`config.mk`:
```
export PLATFORM = sky130hd
export DESIGN_NAME = async_fifo_wr_arbiter
export DESIGN_NICKNAME = d
export VERILOG_FILES = /design/src/rtl/async_fifo_wr_arbiter.sv
export SDC_FILE = /design/constraint.sdc
export NUM_CORES = 1
export LEC_CHECK = 0
export ABC_AREA = 0
export CORE_ASPECT_RATIO = 0.5
export CORE_UTILIZATION = 44
export CTS_CLUSTER_SIZE = 40
export DETAILED_ROUTE_END_ITERATION = 16
export HOLD_SLACK_MARGIN = 0.05
export PLACE_DENSITY = 0.95
export SLEW_MARGIN = 15
export SYNTH_ARGS = -nofsm -noshare
export SYNTH_HDL_FRONTEND = slang
export SYNTH_SLANG_ARGS = --single-unit
```
`constraint.sdc`:
```
create_clock -name clk -period 6.85 [get_ports clk]
set_clock_uncertainty 0.2 [all_clocks]
set_input_delay 0.685 -clock clk [delete_from_list [all_inputs] [get_ports clk]]
set_output_delay 0.685 -clock clk [all_outputs]
set_load 0.02 [all_outputs]
```
`src/rtl/async_fifo_wr_arbiter.sv`:
```
// Round-robin, burst-locked arbiter sharing one async FIFO write port among NUM_REQ producers.
// Each written beat carries its source index in the upper ID_LEN bits of the FIFO word.
`timescale 1ns/1ps
module async_fifo_wr_arbiter #(
  parameter int unsigned NUM_REQ   = 4,
  parameter int unsigned DATA_LEN  = 16,
  parameter int unsigned ID_LEN    = $clog2(NUM_REQ),
  parameter int unsigned MAX_BURST = 4
) (
  input  logic                         clk,
  input  logic                         reset,
  input  logic [NUM_REQ-1:0]           req_valid,
  input  logic [NUM_REQ-1:0]           req_last,
  input  logic [NUM_REQ*DATA_LEN-1:0]  req_data,
  output logic [NUM_REQ-1:0]           req_ready,
  output logic [ID_LEN+DATA_LEN-1:0]   fifo_data_in,
  output logic                         fifo_wrt_en,
  input  logic                         fifo_wrt_full,
  output logic                         busy,
  output logic [ID_LEN-1:0]            grant_id,
  output logic [31:0]                  beat_count
);

  localparam int unsigned BURST_W = $clog2(MAX_BURST) + 1;
  localparam int unsigned SUM_W   = ID_LEN + 1;

  localparam logic [0:0] IDLE = 1'b0;
  localparam logic [0:0] BUSY = 1'b1;

  logic [0:0]          state, state_nxt;
  logic [ID_LEN-1:0]   grant_nxt;
  logic [ID_LEN-1:0]   rr_ptr, rr_ptr_nxt;
  logic [BURST_W-1:0]  burst_cnt, burst_cnt_nxt;
  logic [31:0]         beat_count_nxt;

  logic                sel_valid;
  logic                sel_last;
  logic [DATA_LEN-1:0] sel_data;

  logic                any_valid;
  logic [ID_LEN-1:0]   pick_id;

  logic                xfer;
  logic                release_burst;
  logic [ID_LEN-1:0]   grant_inc;

  // Select the granted requester's valid/last/data
  always_comb begin
    sel_valid = 1'b0;
    sel_last  = 1'b0;
    sel_data  = '0;
    for (int unsigned i = 0; i < NUM_REQ; i++) begin
      if (grant_id == ID_LEN'(i)) begin
        sel_valid = req_valid[i];
        sel_last  = req_last[i];
        sel_data  = req_data[i*DATA_LEN +: DATA_LEN];
      end
    end
  end

  // Rotate valids so rr_ptr sits at bit 0, take the first set bit, then map back
  always_comb begin
    logic [2*NUM_REQ-1:0] dbl;
    logic [NUM_REQ-1:0]   rot;
    logic [ID_LEN-1:0]    off;
    logic [SUM_W-1:0]     sum;
    dbl       = {req_valid, req_valid} >> rr_ptr;
    rot       = dbl[NUM_REQ-1:0];
    off       = '0;
    any_valid = 1'b0;
    for (int unsigned j = 0; j < NUM_REQ; j++) begin
      if (!any_valid && rot[j]) begin
        any_valid = 1'b1;
        off       = ID_LEN'(j);
      end
    end
    sum = {1'b0, rr_ptr} + {1'b0, off};
    if (sum >= SUM_W'(NUM_REQ)) begin
      sum = sum - SUM_W'(NUM_REQ);
    end
    pick_id = sum[ID_LEN-1:0];
  end

  assign grant_inc = (grant_id == ID_LEN'(NUM_REQ - 1)) ? '0 : grant_id + ID_LEN'(1);

  // Next-state and write-port control
  always_comb begin
    state_nxt      = state;
    grant_nxt      = grant_id;
    rr_ptr_nxt     = rr_ptr;
    burst_cnt_nxt  = burst_cnt;
    beat_count_nxt = beat_count;
    xfer           = 1'b0;
    release_burst  = 1'b0;
    fifo_wrt_en    = 1'b0;
    req_ready      = '0;

    case (state)
      IDLE: begin
        if (any_valid) begin
          grant_nxt     = pick_id;
          burst_cnt_nxt = '0;
          state_nxt     = BUSY;
        end
      end
      BUSY: begin
        xfer = sel_valid & ~fifo_wrt_full;
        if (xfer) begin
          burst_cnt_nxt  = burst_cnt + BURST_W'(1);
          beat_count_nxt = beat_count + 32'd1;
        end
        release_burst = (xfer & (sel_last | (burst_cnt == BURST_W'(MAX_BURST - 1)))) | ~sel_valid;
        if (release_burst) begin
          rr_ptr_nxt = grant_inc;
          state_nxt  = IDLE;
        end
      end
      default: state_nxt = IDLE;
    endcase

    // A beat in flight during reset is dropped, never written
    fifo_wrt_en = xfer & ~reset;
    for (int unsigned i = 0; i < NUM_REQ; i++) begin
      req_ready[i] = fifo_wrt_en & (grant_id == ID_LEN'(i));
    end
  end

  always_ff @(posedge clk) begin
    if (reset) begin
      state      <= IDLE;
      grant_id   <= '0;
      rr_ptr     <= '0;
      burst_cnt  <= '0;
      beat_count <= '0;
    end else begin
      state      <= state_nxt;
      grant_id   <= grant_nxt;
      rr_ptr     <= rr_ptr_nxt;
      burst_cnt  <= burst_cnt_nxt;
      beat_count <= beat_count_nxt;
    end
  end

  assign busy         = (state == BUSY);
  assign fifo_data_in = {grant_id, sel_data};

endmodule
```
; After elaboration in Yosys (flattened, before gate mapping)
; Index checks and enable logic that the tools add are counted.
[classes]
add_sub_neg = 5
magnitude_cmp = 1
eq_ne = 6
shifts = 1
n_mux = 28
bitwise = 13
n_reduce_logical = 11
[ops]
columns = cell, count
row1 = 2-to-1 mux 16 bit, 4
row2 = adder 32 x 1 -> 32 bit (second input constant), 1
row3 = 2-to-1 mux 1 bit, 16
row4 = 2-to-1 mux 2 bit, 4
row5 = AND reduction 2 bit, 4
row6 = right shift 8 x 2 -> 4 bit, 1
row7 = AND 1 bit, 7
row8 = 2-to-1 mux 3 bit, 2
row9 = one-hot mux 3 bit (2 select lines), 1
row10 = equality test 2 bit (second input constant), 2
row11 = inverter 1 bit, 4
row12 = adder 2 x 2 -> 3 bit, 1
row13 = adder 3 x 1 -> 3 bit (second input constant), 1
row14 = equality test 3 x 2 -> 1 bit (second input constant), 1
row15 = greater-or-equal comparator 3 bit (second input constant), 1
row16 = logical AND 1 bit, 3
row17 = zero test 1 bit, 3
row18 = adder 2 x 1 -> 2 bit (second input constant), 1
row19 = equality test 2 x 1 -> 1 bit (second input constant), 1
row20 = zero test 2 bit, 1
row21 = != test 2 x 1 -> 1 bit (second input constant), 1
row22 = != test 2 bit (second input constant), 1
row23 = OR 1 bit, 2
row24 = one-hot mux 1 bit (2 select lines), 1
row25 = subtractor 2 x 1 -> 2 bit (second input constant), 1
[word_totals]
ff_bits = 40
inputBits = 75

; Depth between registers and ports, before layout
; Gate-level depths: netlist of run 1.
[logic_depth]
depth_word = 14
depth_mapped = 10

; Worst setup path before layout of run 1
; OpenSTA, ideal clock, no wires.
[synth_path]
kind = reg2out
from = reg grant_id[0]
to = out req_ready[0]
arrival_time_ns = 2.430
setup_slack_ns = 3.535
stages_incl_launch_ff = 10
path_buffers = 2
path_cell_list = dfxtp_1 -> inv_1 -> ha_1 -> buf_2 -> nor3b_1 -> a221oi_4 -> buf_2 -> nand2_1 -> nor2_1 -> and2_1
[synth_between]
elab_chain_len = 9
elab_cells_between_ends = 12
[synth_lines]
columns = element, line_no
row1 = "start, declared", 20  ; output logic [ID_LEN-1:0] grant_id,
row2 = "start signal, assigned", 137  ; grant_id <= grant_nxt;
row3 = zero test 2 bit, 53  ; if (grant_id == ID_LEN'(i)) begin
row4 = 2-to-1 mux 1 bit (3 in a row), 53
row5 = 2-to-1 mux 1 bit (*), 53
row6 = AND 1 bit (*), 107  ; xfer = sel_valid & ~fifo_wrt_full;
row7 = 2-to-1 mux 1 bit (*), 98  ; case (state)
row8 = AND 1 bit (*), 122  ; fifo_wrt_en = xfer & ~reset;
row9 = net fifo_wrt_en, 17  ; output logic fifo_wrt_en,
row10 = AND 1 bit (*), 124  ; req_ready[i] = fifo_wrt_en & (grant_id == ID_LEN'(i));
row11 = "end, declared", 15  ; output logic [NUM_REQ-1:0] req_ready,
; The timed path passes the listed nets; every way through them passes the cells marked *.

; Worst setup path in the final report of run 1
[layout_path]
from = reg grant_id[0]
to = out req_ready[1]
[layout_between]
elab_chain_len = 9
elab_cells_between_ends = 12
[layout_lines]
columns = element, line_no
row1 = zero test 2 bit, 53
row2 = 2-to-1 mux 1 bit (4 in a row), 53
row3 = AND 1 bit, 107
row4 = 2-to-1 mux 1 bit, 98
row5 = AND 1 bit, 122
row6 = AND 1 bit (*), 124
; Every way passes the cells marked *; elsewhere a longest branch is shown, timed or not.

==> impl_metrics.yaml, run 1 <==
logic_synthesis:
  synth_edf_count: 0
  netlist_instances: 358
  syn_nets: 441
  netlist_area_mm2: 0.00268
  ys.flop_type: "dfxtp_1"
  synthArstFlopShare_pct: 0
  yosysUniqueCellTypes: 48
  yosysSeqAreaShare_pct: 29.9
  ys_ff_latch: 40
  synth.avg_cell_area_um2: 7.49
  yosys_warnings: 0
cts:
  cts_sinks: 40
  clockRootBuffer: "clkbuf_16"
  cts_buffers: 5
  cts_max_level: 2
  clk_latency_ns: 0.27
  path_clk_slew_ns: 0.05
  cts_buffer_depth: 2
  hold_buffers: 0
  cts-resized-gates: 0
  post-cts-setup-buffers: 0
  cts_tree: "built"
worst_setup_path:
  crit_arrival_ns: 3.66
  cp-end-kind: "output pin"
  crit_buf_inv: 1
  cp_max_fo: 22
  cp_slowest_stage_delay_ns: 0.67
  required_ns: 5.96
  crit_family: "compound AO/OA/AOI/OAI gates"
  cp_slowest_cell: "ha_1"
  critPathKind: "register to output pin"
  worst_setup_path_start_kind: "register"
  cp_cell_sequence: "ha_1, a211oi_1, a221oi_4, nand2_1, nor2_1, and2_1, clkdlybuf4s50_1"
grt:
  track_usage_pct: 25.7
  grt_pass1_vias: 2852
  grt_pass1_wl_um: 13300
  overflow: 0
  antenna_found_initial: 0
  grt_start_max_net_pins: 41
layout:
  layout.cells.most_common_list: "clkdlybuf4s50_1, nor2_1, dfxtp_1"
  layout-drive-gt1-share_pct: 2.96
  fin_cells: 546
  final_common_cell: "clkdlybuf4s50_1"
  n_antenna_cell: 0
  nNetsFinal: 555
  areaGrowthSynthToFinish_pct: 54.2
die:
  io_pins: 133
  die_y_um: 57.2
  core-area_mm2: 0.00568
  start_util_pct: 47.2
  die_w_um: 112
  dieArea_mm2: 0.00643
  rows: 19
placed_design:
  place_inst: 538
  dpl_worst_slack_ns: 2.39
  dp_hpwl_um: 6130
  io_buffer_count: 132
  place_congestion: 0.785
drt:
  drt-pass1-iter-count: 6
  drt_wl_total_um: 8400
  ant_nets: 0
  drc: 0
  vias_per_cell: 5.76
  vias: 3146
  drt_iter0_markers: 206
  routedWlPerCell_um: 15.4
timing:
  slew_violations: 0
  worstMarginPinSlew_ns: 1.13
  layout_min_cycle_time_ns: 4.55
  rsz0062_at_grt: "false"
  finalSetupTns_ns: 0
  hold_violations: 0
  final.period_utilization_pct: 66.4
  slew-limit-headroom_pct: 24.4
  fin_ws_ns: 2.30
  fmax_ghz: 0.220
  setup_viol: 0
pwr:
  power_density_mw_per_mm2: 311
  ir_drop_mv: 0.151
  leakage_nw: 1.42
job:
  cap_violations: 0
run_status:
  outcome: "finished, final reports clean"
worst_hold_path:
  holdCritPathClass: "register to register"
## state kept, by name (all words and copies together), names as in the netlist
signal      flops
beat_count     32
burst_cnt       3
busy            1
grant_id        2
rr_ptr          2
## cell families after synthesis
family          share of synthesized area [%]
compound gates                           23.1
xor+xnor                                 5.55
fa+ha+maj                                3.73
buf+inv                                  6.02
flops                                    29.9
mux                                      2.38
simple gates                             29.4
## worst paths after layout
kind	from	endpoint	slack, ns	depth (start not counted)
max	grant_id[0]	req_ready[1]	2.30	7
min	burst_cnt[2]	burst_cnt[2]	0.28	2
max reg2reg	grant_id[0]	beat_count[27]	3.34	6
min reg2reg	burst_cnt[2]	burst_cnt[2]	0.28	2
## worst reg2reg max path: cells and delay by family, from the launching register on
family,cells,cell delay [ns]
and+or+nand+nor,2,1.13
AOI/OAI and AO/OA,3,1.03
adders and majority gates,1,0.67
DFF,1,0.42
## power by group
group | switching (W) | internal [W] | total (W) | leakage [nW]
combinational | 0.000435 | 0.000353 | 0.000788 | 1.02
clock | 0.0000821 | 0.000145 | 0.000227 | 0.0712
sequential | 0.0000240 | 0.000247 | 0.000271 | 0.323
total | 0.000541 | 0.000745 | 0.00129 | 1.42
## cell type report
type	count	area (um2)
Fill cell	438	1550
Multi-Input combinational cell	281	1720
Timing Repair Buffer	134	1340
Tap cell	73	91.3
Inverter	10	37.5
Sequential cell	40	801
Clock buffer	8	146
## metal layers
layer	track usage, %	part of all wire [%]	routed length, um
met2	47.1	51	4320
met5	0	0	0
met1	31.2	41	3420
met3	3.40	6.0	504
met4	10.3	1.8	153
## stage by stage
stage                     util (%)  hold slack, ns  area (um2)  total power [W]
after detailed placement      70.1           0.265        3990          0.00106
after CTS                     72.7           0.282        4130          0.00129
after global placement        70.1           0.257        3990          0.00104
after floorplan                  -           0.248        2680         0.000760
final                         72.8           0.278        4130          0.00129
after global routing          72.8           0.291        4130          0.00136
## Yosys cell counts, types with 8 or more instances
cell	n	area, um2
ha_1	8	100
dfxtp_1	40	801
nand2_1	32	120
xnor2_1	10	87.6
a22oi_1	15	113
nand4_1	10	62.6
o21ai_0	16	80.1
or4_1	9	67.6
nand3_1	13	65.1
nor4_1	10	62.6
clkbuf_1	16	60.1
inv_1	10	37.5
nor2_1	41	154
a21oi_1	36	180
Power figures use the tool's default switching activity.
==> inputs of run 2 (changes only) <==
CORE_UTILIZATION = 41   (was 44)
PLACE_DENSITY = 0.92   (was 0.95)
clock period = 4.4 ns   (was 6.85 ns; I/O delays follow)
==> run 2 against run 1 <==
Net effect: register-to-register slack got worse by 2.3 ns; setup slack got worse by 1.8 ns; largest cell class unchanged; via count down 2.3%; critical path type unchanged; global-route usage fell by 2.3 points.
==> impl_metrics.yaml, run 2 (synthesized netlist as in run 1, its figures left out) <==
run_status:
  outcome: "finished, final reports clean"
grt:
  track_usage_pct: 23.4
  overflow: 0
  grt_pass1_vias: 2704
  grt_start_max_net_pins: 41
  grt_pass1_wl_um: 12600
  antenna_found_initial: 0
die:
  io_pins: 133
  die_y_um: 59.2
  dieArea_mm2: 0.00689
  start_util_pct: 43.4
  die_w_um: 116
  core-area_mm2: 0.00618
  rows: 20
worst_setup_path:
  cp_max_fo: 22
  cp-end-kind: "output pin"
  worst_setup_path_start_kind: "register"
  critPathKind: "register to output pin"
  required_ns: 3.76
  crit_arrival_ns: 3.27
timing:
  fin_ws_ns: 0.486
  worstMarginPinSlew_ns: 0.731
  layout_min_cycle_time_ns: 3.91
  slew-limit-headroom_pct: 51.2
  hold_violations: 0
  fmax_ghz: 0.255
  finalSetupTns_ns: 0
  final.period_utilization_pct: 89.0
  slew_violations: 0
  rsz0062_at_grt: "false"
  setup_viol: 0
drt:
  ant_nets: 0
  vias_per_cell: 5.44
  drt-pass1-iter-count: 5
  routedWlPerCell_um: 14.7
  vias: 3073
  drt_wl_total_um: 8330
  drt_iter0_markers: 218
  drc: 0
cts:
  clk_latency_ns: 0.28
  cts_sinks: 40
  post-cts-setup-buffers: 0
  cts_buffer_depth: 2
  clockRootBuffer: "clkbuf_16"
  hold_buffers: 0
  cts-resized-gates: 0
  cts_tree: "built"
  cts_buffers: 5
  cts_max_level: 2
  path_clk_slew_ns: 0.06
pwr:
  power_density_mw_per_mm2: 484
  leakage_nw: 1.44
  p_total_w: 0.00203
  ir_drop_mv: 0.214
job:
  cap_violations: 0
layout:
  nNetsFinal: 559
  largest_register: "beat_count"
  n_antenna_cell: 0
  final_common_cell: "clkdlybuf4s50_1"
  design_area_mm2: 0.00418
  largest_reg_flops: 32
  layout.cells.most_common_list: "clkdlybuf4s50_1, nor2_1, dfxtp_1"
  areaGrowthSynthToFinish_pct: 55.9
  largestRegisters: "beat_count (32), burst_cnt (3)"
  n_fill_cell: 490
  final_util_pct: 67.6
  layout-drive-gt1-share_pct: 3.56
placed_design:
  io_buffer_count: 132
  dpl_worst_slack_ns: 0.843
  place_congestion: 0.781
  dp_hpwl_um: 6270
  dpl_cell_area_mm2: 0.00403
worst_hold_path:
  holdCritPathClass: "register to register"
run 2: cell types whose count changed in the layout (fill, tap and decap cells not counted):
cell,delta
ha_1,+1
ha_2,-1
buf_4,+4
run 2: final cells by class:
class / count / area [um2] / share of cell area [%]
Tap cell: 88 / 110 / 2.63
Multi-Input combinational cell: 281 / 1720 / 41.1
Clock buffer: 8 / 146 / 3.50
Sequential cell: 40 / 801 / 19.2
Inverter: 10 / 37.5 / 0.898
Timing Repair Buffer: 138 / 1370 / 32.7
run 2: worst paths after layout:
path	from	endpoint	slack (ns)	cells past startpoint
setup / recovery	grant_id[0]	req_ready[3]	0.49	7
hold / removal	burst_cnt[2]	burst_cnt[2]	0.29	2
setup reg to reg	grant_id[0]	beat_count[21]	1.03	7
hold reg to reg	burst_cnt[2]	burst_cnt[2]	0.29	2
run 2: critical path, stage by stage, from the launching register on:
cell	delay [ns]
dfxtp_1	0.43
ha_1	0.67
a211oi_1	0.26
a221oi_4	0.32
nand2_1	0.21
nor2_1	0.32
and2_1	0.18
clkdlybuf4s50_1	0.60
run 2: metal layers:
metal	track usage [%]	part of all wire, %	wire length, um
met1	27.0	40	3360
met2	44.0	51	4260
met3	4.50	6.3	524
met4	7.69	2.3	191
met5	0	0	0
run 2: power by group:
part / switching [W] / leakage [nW] / internal [W] / total (W)
Combinational: 0.000674 / 1.04 / 0.000570 / 0.00124
Sequential: 0.0000380 / 0.323 / 0.000384 / 0.000422
Clock: 0.000133 / 0.0712 / 0.000226 / 0.000359
Total: 0.000845 / 1.44 / 0.00118 / 0.00203
run 2: per-stage QoR:
step / hold slack [ns] / std cells
6_report: 0.291 / 565
5_1_grt: 0.309 / 565
4_1_cts: 0.290 / 565
3_5_place_dp: 0.275 / 557
3_3_place_gp: 0.256 / 557
2_1_floorplan: 0.248 / 358
==> inputs of run 3 (changes only) <==
CORE_UTILIZATION = 37   (was 41)
PLACE_DENSITY = 0.89   (was 0.92)
clock period = 3.55 ns   (was 4.4 ns; I/O delays follow)
==> run 3 against run 2 <==
Net effect: die area rose by 11%; via count rose by 1.4%; non-clock buffer count rose by 2; clock power rose by 48%; sequential cell count did not move; final area rose by 1.3%; power rose by 29%; sequential share of layout area fell by 0.24 points; largest cell class unchanged.
==> impl_metrics.yaml, run 3 (synthesized netlist as in run 1, its figures left out) <==
worst_setup_path:
  critPathKind: "register to output pin"
  crit_arrival_ns: 2.70
  r2r-start: "grant_id[1]"
  worstSetupStartpoint: "grant_id[1]"
  worst_setup_path_start_kind: "register"
  ff2ff_path_depth: 8
  r2r_end: "beat_count[27]"
  cp-end-kind: "output pin"
  cp_max_fo: 6
  rrSetupSlack_ns: 0.70
  required_ns: 2.99
layout:
  fin_cells: 571
  largest_register: "beat_count"
  final_common_cell: "clkdlybuf4s50_1"
  seqCellArea_um2: 801
  areaGrowthSynthToFinish_pct: 57.9
  nNetsFinal: 561
  multi_input_area_mm2: 0.00172
  largest_reg_flops: 32
  layout-drive-gt1-share_pct: 4.59
  n_fill_cell: 594
  n_antenna_cell: 0
  largestRegisters: "beat_count (32), burst_cnt (3)"
  layout.cells.most_common_list: "clkdlybuf4s50_1, nor2_1, dfxtp_1"
cts:
  post-cts-setup-buffers: 0
  hold_buffers: 0
  cts_max_level: 2
  cts_tree: "built"
  cts_buffer_depth: 2
  cts_buffers: 5
  cts-resized-gates: 0
  clockRootBuffer: "clkbuf_16"
  clk_latency_ns: 0.28
  cts_sinks: 40
  path_clk_slew_ns: 0.06
pwr:
  power_density_mw_per_mm2: 619
  ir_drop_mv: 0.279
  leakage_nw: 1.47
worst_hold_path:
  holdCritPathClass: "register to register"
  holdPathStages: 2
  hp-start: "burst_cnt[2]"
  holdPathEnd: "burst_cnt[2]"
grt:
  grt_pass1_wl_um: 13900
  grt_start_max_net_pins: 40
  overflow: 0
  grt_pass1_vias: 2919
  track_usage_pct: 22.7
  antenna_found_initial: 0
drt:
  routedWlPerCell_um: 15.1
  ant_nets: 0
  drt-pass1-iter-count: 4
  drc: 0
  drt_iter0_markers: 201
  vias: 3116
  vias_per_cell: 5.46
  drt_wl_total_um: 8610
placed_design:
  place_inst: 563
  place_congestion: 0.791
  io_buffer_count: 132
  dp_hpwl_um: 6340
die:
  rows: 21
  dieArea_mm2: 0.00761
  die_w_um: 122
  io_pins: 133
  core-area_mm2: 0.00683
  start_util_pct: 39.2
  die_y_um: 62.2
timing:
  whs_ns: 0.271
  slew-limit-headroom_pct: 67.6
  slew_violations: 0
  hold_violations: 0
  worstMarginPinSlew_ns: 0.482
  finalSetupTns_ns: 0
  final.period_utilization_pct: 91.6
  setup_viol: 0
  fmax_ghz: 0.307
  layout_min_cycle_time_ns: 3.25
  rsz0062_at_grt: "false"
job:
  cap_violations: 0
run_status:
  outcome: "finished, final reports clean"
==> run 3: worst max-delay path by stage <==
stage                              end  slack, ns  depth (start not counted)
after floorplan           req_ready[0]       0.56                          9
after global placement    req_ready[1]       0.33                          7
after detailed placement  req_ready[2]       0.25                          7
after CTS                 req_ready[2]       0.19                          8
after global routing      req_ready[2]       0.09                          8
final                     req_ready[2]       0.30                          8
==> run 3: per-layer routing <==
| metal | vias to the layer above | global-route usage (%) | share of wire, % |
|---|---|---|---|
| li1 | 1553 | - | - |
| met1 | 1435 | 27.3 | 42 |
| met2 | 109 | 39.6 | 48 |
| met3 | 19 | 4.23 | 7.0 |
| met4 | 0 | 8.99 | 2.4 |
| met5 | - | 0 | 0 |
==> run 3: layout make-up <==
type	count	share of cell area, %
repair buffers	140	32.6
flip-flops and latches	40	18.9
clock inverters	2	0.916
inverters	10	0.887
multi-input cells	281	40.7
well taps	92	2.72
clock buffers	6	3.28
==> run 3: report_power, final <==
| group | internal [W] | switching [W] | leakage, nW |
|---|---|---|---|
| Combinational | 0.000716 | 0.000852 | 1.05 |
| Clock | 0.000352 | 0.000180 | 0.0871 |
| Sequential | 0.000476 | 0.0000474 | 0.323 |
| Total | 0.00154 | 0.00108 | 1.47 |
==> run 3: per-stage QoR <==
step | power [W] | setup WS (ns) | cell area [um2] | util, %
after floorplan | 0.00147 | 0.565 | 2680 | -
after global placement | 0.00208 | 0.329 | 4050 | 59.3
after detailed placement | 0.00210 | 0.251 | 4050 | 59.3
after CTS | 0.00264 | 0.186 | 4230 | 61.9
after global routing | 0.00280 | 0.0860 | 4230 | 62.0
final | 0.00262 | 0.298 | 4230 | 62.0
==> run 3: worst max-delay path, stage by stage (launching register included) <==
cell and delay [ns]:
dfxtp_1 0.41, inv_1 0.09, ha_1 0.21, nand3b_1 0.22, a221oi_4 0.29, nand2_1 0.22
nor2_2 0.21, and2_1 0.15, clkdlybuf4s50_1 0.60
